**src/rtl/sequenciador_pkg.sv**
```systemverilog
// Shared widths, FSM state encoding and the symbol-code step helper for sequenciador_display.
// Build option APAGAMENTO_EN adds the APAGANDO blanking state to the encoding.
package sequenciador_pkg;

   localparam int CODE_W   = 2;
   localparam int ESTADO_W = 2;

   typedef logic [CODE_W-1:0] codigo_t;

   typedef enum logic [ESTADO_W-1:0] {
      OCIOSO    = 2'd0,
      EXIBINDO  = 2'd1,
      CONCLUIDO = 2'd2
`ifdef APAGAMENTO_EN
      ,
      APAGANDO  = 2'd3
`endif
   } estado_t;

   // Next symbol in the message; wraps to 0 after the last symbol.
   function automatic codigo_t proximo_codigo(input codigo_t atual, input codigo_t ultimo);
      return (atual == ultimo) ? '0 : codigo_t'(atual + codigo_t'(1));
   endfunction

endpackage

```
**src/rtl/divisor_tick.sv**
```systemverilog
// Prescaler: counts 0..DIV_TICKS-1 while enabled and pulses tick_o on the last count.
// clr_i holds the count at 0; DIV_TICKS=1 ticks on every enabled cycle.
module divisor_tick #(
   parameter int DIV_TICKS = 4
) (
   input  logic clock_i,
   input  logic reset_i,
   input  logic clr_i,
   input  logic en_i,
   output logic tick_o
);

   localparam int               CNT_W  = (DIV_TICKS > 1) ? $clog2(DIV_TICKS) : 1;
   localparam logic [CNT_W-1:0] ULTIMO = CNT_W'(DIV_TICKS - 1);

   logic [CNT_W-1:0] cnt_q;
   logic [CNT_W-1:0] cnt_d;

   assign tick_o = en_i && (cnt_q == ULTIMO);

   // NOTE: next-state defaults are assigned first so every path drives cnt_d and no latch is inferred.
   always_comb begin
      cnt_d = cnt_q;
      if (clr_i) begin
         cnt_d = '0;
      end else if (en_i) begin
         cnt_d = tick_o ? '0 : cnt_q + CNT_W'(1);
      end
   end

   // NOTE: registers are updated with non-blocking assignments so every flop samples pre-edge values.
   always_ff @(posedge clock_i) begin
      if (reset_i) begin
         cnt_q <= '0;
      end else begin
         cnt_q <= cnt_d;
      end
   end

endmodule

```
**src/rtl/sequenciador_display.sv**
```systemverilog
// Steps the 2-bit letter code for the seven-segment decoders, one-shot or cyclic, with a done/ack handshake.
// Build option APAGAMENTO_EN inserts APAGA_TICKS blank cycles after each symbol.
module sequenciador_display
   import sequenciador_pkg::*;
#(
   parameter int DIV_TICKS   = 4,
   parameter int N_SIMBOLOS  = 4,
   parameter int APAGA_TICKS = 2
) (
   input  logic clock,
   input  logic reset,
   input  logic iniciar,
   input  logic parar,
   input  logic ciclico,
   input  logic reconhecer,
   output logic saida1Contador,
   output logic saida2Contador,
   output logic ativo,
   output logic concluido,
   output logic apagar
);

   if (DIV_TICKS < 1 || N_SIMBOLOS < 1 || N_SIMBOLOS > 4 || APAGA_TICKS < 1) begin : g_param_invalido
      $error("sequenciador_display: parameter out of range");
   end

   localparam codigo_t ULTIMO = codigo_t'(N_SIMBOLOS - 1);

   estado_t state_q;
   estado_t state_d;
   codigo_t code_q;
   codigo_t code_d;
   logic    ciclico_q;
   logic    ciclico_d;
   logic    div_en;
   logic    div_clr;
   logic    tick;

`ifdef APAGAMENTO_EN
   localparam int                 APAGA_W      = (APAGA_TICKS > 1) ? $clog2(APAGA_TICKS) : 1;
   localparam logic [APAGA_W-1:0] APAGA_ULTIMO = APAGA_W'(APAGA_TICKS - 1);

   logic [APAGA_W-1:0] apaga_q;
   logic [APAGA_W-1:0] apaga_d;
`endif

   // The prescaler only runs while a symbol is on display, so it restarts from 0 after any pause.
   assign div_en  = (state_q == EXIBINDO);
   assign div_clr = !div_en;

   divisor_tick #(
      .DIV_TICKS(DIV_TICKS)
   ) u_divisor (
      .clock_i(clock),
      .reset_i(reset),
      .clr_i  (div_clr),
      .en_i   (div_en),
      .tick_o (tick)
   );

   always_comb begin
      state_d   = state_q;
      code_d    = code_q;
      ciclico_d = ciclico_q;
`ifdef APAGAMENTO_EN
      apaga_d   = apaga_q;
`endif
      case (state_q)
         OCIOSO: begin
            code_d = '0;
            if (iniciar && !parar) begin
               state_d   = EXIBINDO;
               ciclico_d = ciclico;
            end
         end
         EXIBINDO: begin
            if (parar) begin
               state_d = OCIOSO;
               code_d  = '0;
            end else if (tick) begin
               if (code_q == ULTIMO && !ciclico_q) begin
                  state_d = CONCLUIDO;
               end else begin
`ifdef APAGAMENTO_EN
                  state_d = APAGANDO;
                  apaga_d = '0;
`else
                  code_d  = proximo_codigo(code_q, ULTIMO);
`endif
               end
            end
         end
`ifdef APAGAMENTO_EN
         APAGANDO: begin
            // The code steps only when the blank ends, so the blanked symbol stays on the bus.
            if (parar) begin
               state_d = OCIOSO;
               code_d  = '0;
            end else if (apaga_q == APAGA_ULTIMO) begin
               state_d = EXIBINDO;
               code_d  = proximo_codigo(code_q, ULTIMO);
            end else begin
               apaga_d = apaga_q + APAGA_W'(1);
            end
         end
`endif
         CONCLUIDO: begin
            if (parar || reconhecer) begin
               state_d = OCIOSO;
               code_d  = '0;
            end
         end
         default: begin
            state_d = OCIOSO;
            code_d  = '0;
         end
      endcase
   end

   always_ff @(posedge clock) begin
      if (reset) begin
         state_q   <= OCIOSO;
         code_q    <= '0;
         ciclico_q <= 1'b0;
`ifdef APAGAMENTO_EN
         apaga_q   <= '0;
`endif
      end else begin
         state_q   <= state_d;
         code_q    <= code_d;
         ciclico_q <= ciclico_d;
`ifdef APAGAMENTO_EN
         apaga_q   <= apaga_d;
`endif
      end
   end

   assign saida1Contador = code_q[1];
   assign saida2Contador = code_q[0];
   assign concluido      = (state_q == CONCLUIDO);

`ifdef APAGAMENTO_EN
   assign ativo  = (state_q == EXIBINDO) || (state_q == APAGANDO);
   assign apagar = (state_q == APAGANDO);
`else
   assign ativo  = (state_q == EXIBINDO);
   assign apagar = 1'b0;
`endif

endmodule

```
**config.mk**
```make
export PLATFORM = sky130hd
export DESIGN_NAME = sequenciador_display
export DESIGN_NICKNAME = d
export VERILOG_FILES = /design/src/rtl/sequenciador_pkg.sv /design/src/rtl/divisor_tick.sv /design/src/rtl/sequenciador_display.sv
export SDC_FILE = /design/constraint.sdc
export NUM_CORES = 1
export LEC_CHECK = 0
export BUFFER_PORTS_ARGS = -buffer_cell sky130_fd_sc_hd__buf_4
export CORE_AREA = 2 2 39 41
export CTS_CLUSTER_DIAMETER = 60
export DETAILED_ROUTE_END_ITERATION = 6
export DIE_AREA = 0 0 41 43
export GPL_ROUTABILITY_DRIVEN = 0
export PLACE_DENSITY = 0.62
export SLEW_MARGIN = 15
export SYNTH_ARGS = -nofsm -noshare
export SYNTH_HDL_FRONTEND = slang
export SYNTH_HIERARCHICAL = 1
export SYNTH_SLANG_ARGS = --single-unit
```
**constraint.sdc**
```tcl
create_clock -name clock -period 2.8 [get_ports clock]
set_clock_uncertainty 0.15 [all_clocks]
set_input_delay 0.56 -clock clock [delete_from_list [all_inputs] [get_ports clock]]
set_output_delay 0.56 -clock clock [all_outputs]
set_load 0.01 [all_outputs]
```
After elaboration in Yosys (flattened, before gate mapping)
Cells that the tools add are included.
- memory bits (read-only): 0
- output and inout bits: 5
- memories kept: 0
- latch bits: 0
- bits of input ports: 6
- memory bits (writable): 0
- bits in registers: 7
- multiplexer cells: 11
- equality and inequality tests: 9
- reduce and logical (&&, ||, !) cells: 11
- div/mod/pow operators: 0
- shifts and indexed selects: 0
- add/subtract/negate cells: 2
- order comparisons: 0
- bitwise logic cells: 1
- multiply operators: 0
- operators by type and width (cell ; number):
    2-bit 2-to-1 mux ; 9
    3-bit inequality test, second input constant ; 3
    2-bit equality test, second input constant ; 3
    2-bit one-hot mux with 3 select lines ; 1
    2-bit by 1-bit adder with 2-bit output, second input constant ; 2
    2-bit one-hot mux with 2 select lines ; 1
    4-bit AND reduction ; 1
    1-bit logical AND ; 3
    3-bit AND reduction ; 1
    3-bit OR reduction ; 1
    2-bit by 1-bit equality test with 1-bit output, second input constant ; 1
    1-bit logical NOT ; 2
    2-bit logical NOT ; 1
    2-bit by 1-bit inequality test with 1-bit output, second input constant ; 1
    2-bit inequality test, second input constant ; 1
    2-bit AND reduction ; 1
    1-bit logical OR ; 1
    1-bit inverter ; 1

Logic depth before layout (Yosys ltp)
- word-level depth: 6
- mapped depth: 5

Hierarchy
The synthesis kept the hierarchy.
- by module, submodules not included (module ; seq. area each (um2) ; instances ; area an instance (um2) ; cells each):
    sequenciador_display ; 100.1 ; 1 ; 285.3 ; 31
    divisor_tick ; 40.0 ; 1 ; 101.3 ; 9

Least setup slack after synthesis
Ideal clock, no wire load.
- path type: reg-to-reg
- from: register state_q[1]
- to: register code_q[0]
- data required time: 2.571 ns
- arrival time: 1.209 ns
- path slack: 1.361 ns
- stages on the path, launching flop included: 6
- path through: dfxtp_1 > and2b_2 > and2_1 > a21boi_1 > nor2_2 > a211oi_2
- cells in the longest elaborated chain, start to end: 4
- RTL lines (what ; line ; RTL):
    from (decl) ; sequenciador_display.sv:29 ; estado_t state_q;
    from (signal assigned) ; sequenciador_display.sv:129 ; state_q <= state_d;
    2-bit by 1-bit equality test with 1-bit output ; - ;
    named net ativo ; sequenciador_display.sv:18 ; output logic ativo,
    1-bit logical AND ; divisor_tick.sv:19 ; assign tick_o = en_i && (cnt_q == ULTIMO);
    named net tick ; sequenciador_display.sv:37 ; logic tick;
    3-bit inequality test (no line) ; - ;
    3-bit AND reduction (no line) ; - ;
    to (signal assigned) ; sequenciador_display.sv:130 ; code_q <= code_d;
    to (decl) ; sequenciador_display.sv:31 ; codigo_t code_q;
The timed path passes the listed nets, and every way through them passes these cells.
A chain may end at the register's enable or synchronous reset.

Worst setup path in the final report
- from: register state_q[1]
- to: output port ativo
- cells in the longest elaborated chain, start to end: 1
- RTL lines (what ; line ; RTL):
    2-bit by 1-bit equality test with 1-bit output ; sequenciador_display.sv:146 ; assign ativo = (state_q == EXIBINDO);
    to (decl) ; sequenciador_display.sv:18 ;
No other way between the ends.

==> results.tsv <==
metric	value	unit
outcome	completed	
p_sw	0.0000481	W
report.final.hold_viol_count	0	
fill_cells	146	
hold_ws	369	ps
powerDensity	433	nW/um^2
core-area	1380	um^2
root_buffer	clkbuf_4	
clock-sinks	7	
vias	324	
leakage	0.204	nW
antenna_left	0	
synth_compound_gate_area_share	13.9	%
cp.arrival	1070	ps
synth_largest_area_cell	dfxtp_1	
nets	61	
synthesis.nets	48	
die-area	1760	um^2
layout_worst_path_cycle_share	63.6	%
drive_gt1_share	34.6	%
holdCritPathClass	reg -> reg	
antenna_found_initial	0	
hold_end	code_q[0]$_SDFFE_PP0P_	
ys_seq_area_share	36.2	%
cp-end-kind	output pin	
grt_pass1_wl	1180	um
wl_per_cell	10.2	um
r2r-start	state_q[1]$_SDFFE_PP0P_	
rrSetupSlack	1280	ps
viasPerCell	4.76	
synth_top_family_by_area	simple AND/OR/NAND/NOR gates	
synthCells	40	
synth_top_area_share	36.2	%
drv_cap	0	
cp.required	2090	ps
worstHoldStart	code_q[0]$_SDFFE_PP0P_	
synth-xor-area-share	0	%
crit_fanout	6	
clkPwrFrac	43.1	%
stdcell_area	493	um^2
post_cts_resize_count	0	
setup_tns	0	ps
first_pass_iters	4	
n_antenna_cell	0	
maxSlewViolCount	0	
vdd_drop_max	142	uV
yosysWarningCount	6	
reg2reg_to	code_q[1]$_SDFFE_PP0P_	
synthAdderAreaFrac	6.47	%
postSynthRegisterBits	7	
tritoncts	built	
start_kind	flip-flop	
synthMuxAreaShare	5.18	%
seq_power_share	48.1	%
initial_core_util	27.9	%
wirelength	692	um
cts_buffers	3	
hpwlAfterDp	538	um
p_int	0.000165	W
synth-async-reset-ratio	0	%
grt.total_usage	10.4	%
htreeDepth	1	
hold_buffers	0	
holdPathStages	1	
post_cts_buffers	0	
critPathKind	reg -> out	
area_delta_synth_final	27.5	%
combinationalPowerShare	8.8	%
remaining_drc_errors	0	
rsz0062_at_grt	false	
synth-edff-count	0	
yosys-top-cells-area	dfxtp_1 36%, a211oi_2 6.5%, ha_1 6.5%	
numPortBuffers	9	
synthSimpleGateAreaFrac	34.3	%
clkSlewWorstSetupHoldPaths	50	ps
r2r_cells	5	
p_sw_share	22.5	%
synthFlopType	dfxtp_1	
netlist_area	387	um^2
period_needed	1780	ps
grt_max_degree	8	
clock.fmax	562	MHz
die_y	43	um
clockBufferDepth	2	
synth.distinct_cells	26	
setup_viol	0	
grt_pass1_vias	298	
placedInstanceArea	467	um^2
overflow	0	
num_rows	14	
fp.dieW	41	um
syn_avg_cell_area	9.67	um^2
clk_latency	250	ps
io_pins	11	
drtIter0Drc	4	
[sequential cells by signal, summed over array words and instances, names as in the netlist]
name             cells
ciclico_q            1
code_q               2
u_divisor/cnt_q      2
state_q              2
[power by group through the flow]
stage          registers [W]  clock network, W   logic (W)
2_1_floorplan       0.000104                 0  0.00000936
3_3_place_gp        0.000105                 0   0.0000189
3_5_place_dp        0.000105                 0   0.0000190
4_1_cts             0.000103         0.0000967   0.0000191
5_1_grt             0.000103         0.0000995   0.0000209
6_report            0.000103         0.0000920   0.0000188
[stage by stage]
stage / setup WS (ps) / total power, W / instances / utilization (%)
global placement: 1170 / 0.000124 / 64 / 33.7
finish: 1020 / 0.000213 / 68 / 35.6
CTS: 1010 / 0.000218 / 68 / 35.6
global route: 987 / 0.000223 / 68 / 35.6
floorplan: 1360 / 0.000114 / 40 / -
detailed placement: 1180 / 0.000124 / 64 / 33.7
[area by class of cell]
class / count / area [um^2] / share of cell area [%]
inverter: 1 / 3.75 / 0.761
tap: 16 / 20.0 / 4.06
sequential: 7 / 140 / 28.4
multi-input combinational: 31 / 235 / 47.7
clock buffer: 4 / 26.3 / 5.33
timing repair buffer: 9 / 67.6 / 13.7
[synthesized netlist by cell type, drive strengths merged (2+ instances only)]
cell type / number
dfxtp: 7
nor2: 4
a211oi: 2
ha: 2
mux2i: 2
nand2b: 2
nor2b: 2
nor3b: 2
o21ai: 2
[worst max-delay path, cell delays in order (launching register included)]
cell,delay (ps)
dfxtp_1,390
and2b_2,280
buf_4,150
[cell families (layout without fill, tap and decap cells)]
group,Yosys count,in the layout
mux,2,2
compound gates,7,7
fa+ha+maj,2,2
flops,7,7
other cells,1,1
simple gates,19,19
buf+inv,2,14
[routing by layer]
layer / global-route usage [%] / wire length [um] / up-vias
li1: - / - / 167
met1: 14.3 / 350 / 147
met2: 11.9 / 298 / 8
met3: 1.57 / 29 / 2
met4: 12.0 / 13 / 0
met5: 0 / 0 / -
[cells in the final DEF (no fill, tap or decap)]
cell,synthesis,layout
or3b_1,1,1
nor4b_1,1,1
mux2i_1,2,2
nand2_1,1,1
dfxtp_1,7,7
conb_1,1,1
nor2_2,1,1
clkbuf_1,0,1
nand3_1,1,1
nor3b_4,1,1
o21ai_0,2,2
a21boi_1,1,1
nor4_1,1,1
nor3b_2,1,1
a31oi_1,1,1
a211oi_2,2,2
and2_1,1,1
and2b_2,1,1
nor3_1,1,1
inv_1,1,1
a21oi_1,1,1
clkbuf_4,0,3
nand2b_1,2,2
buf_4,1,9
nor2b_1,2,2
ha_1,2,2
and3_1,1,1
nor2_1,3,3
[how the worst max path moves through the flow]
stage                                 start                endpoint  slack (ps)  depth (start not counted)
floorplan           state_q[1]$_SDFFE_PP0P_  code_q[0]$_SDFFE_PP0P_        1360                          5
global placement                      parar  code_q[0]$_SDFFE_PP0P_        1170                          5
detailed placement                    parar  code_q[0]$_SDFFE_PP0P_        1180                          5
CTS                 state_q[1]$_SDFFE_PP0P_                   ativo        1010                          2
global route        state_q[1]$_SDFFE_PP0P_                   ativo         990                          2
finish              state_q[1]$_SDFFE_PP0P_                   ativo        1020                          2
No activity file was read; power rests on OpenSTA's default activity.
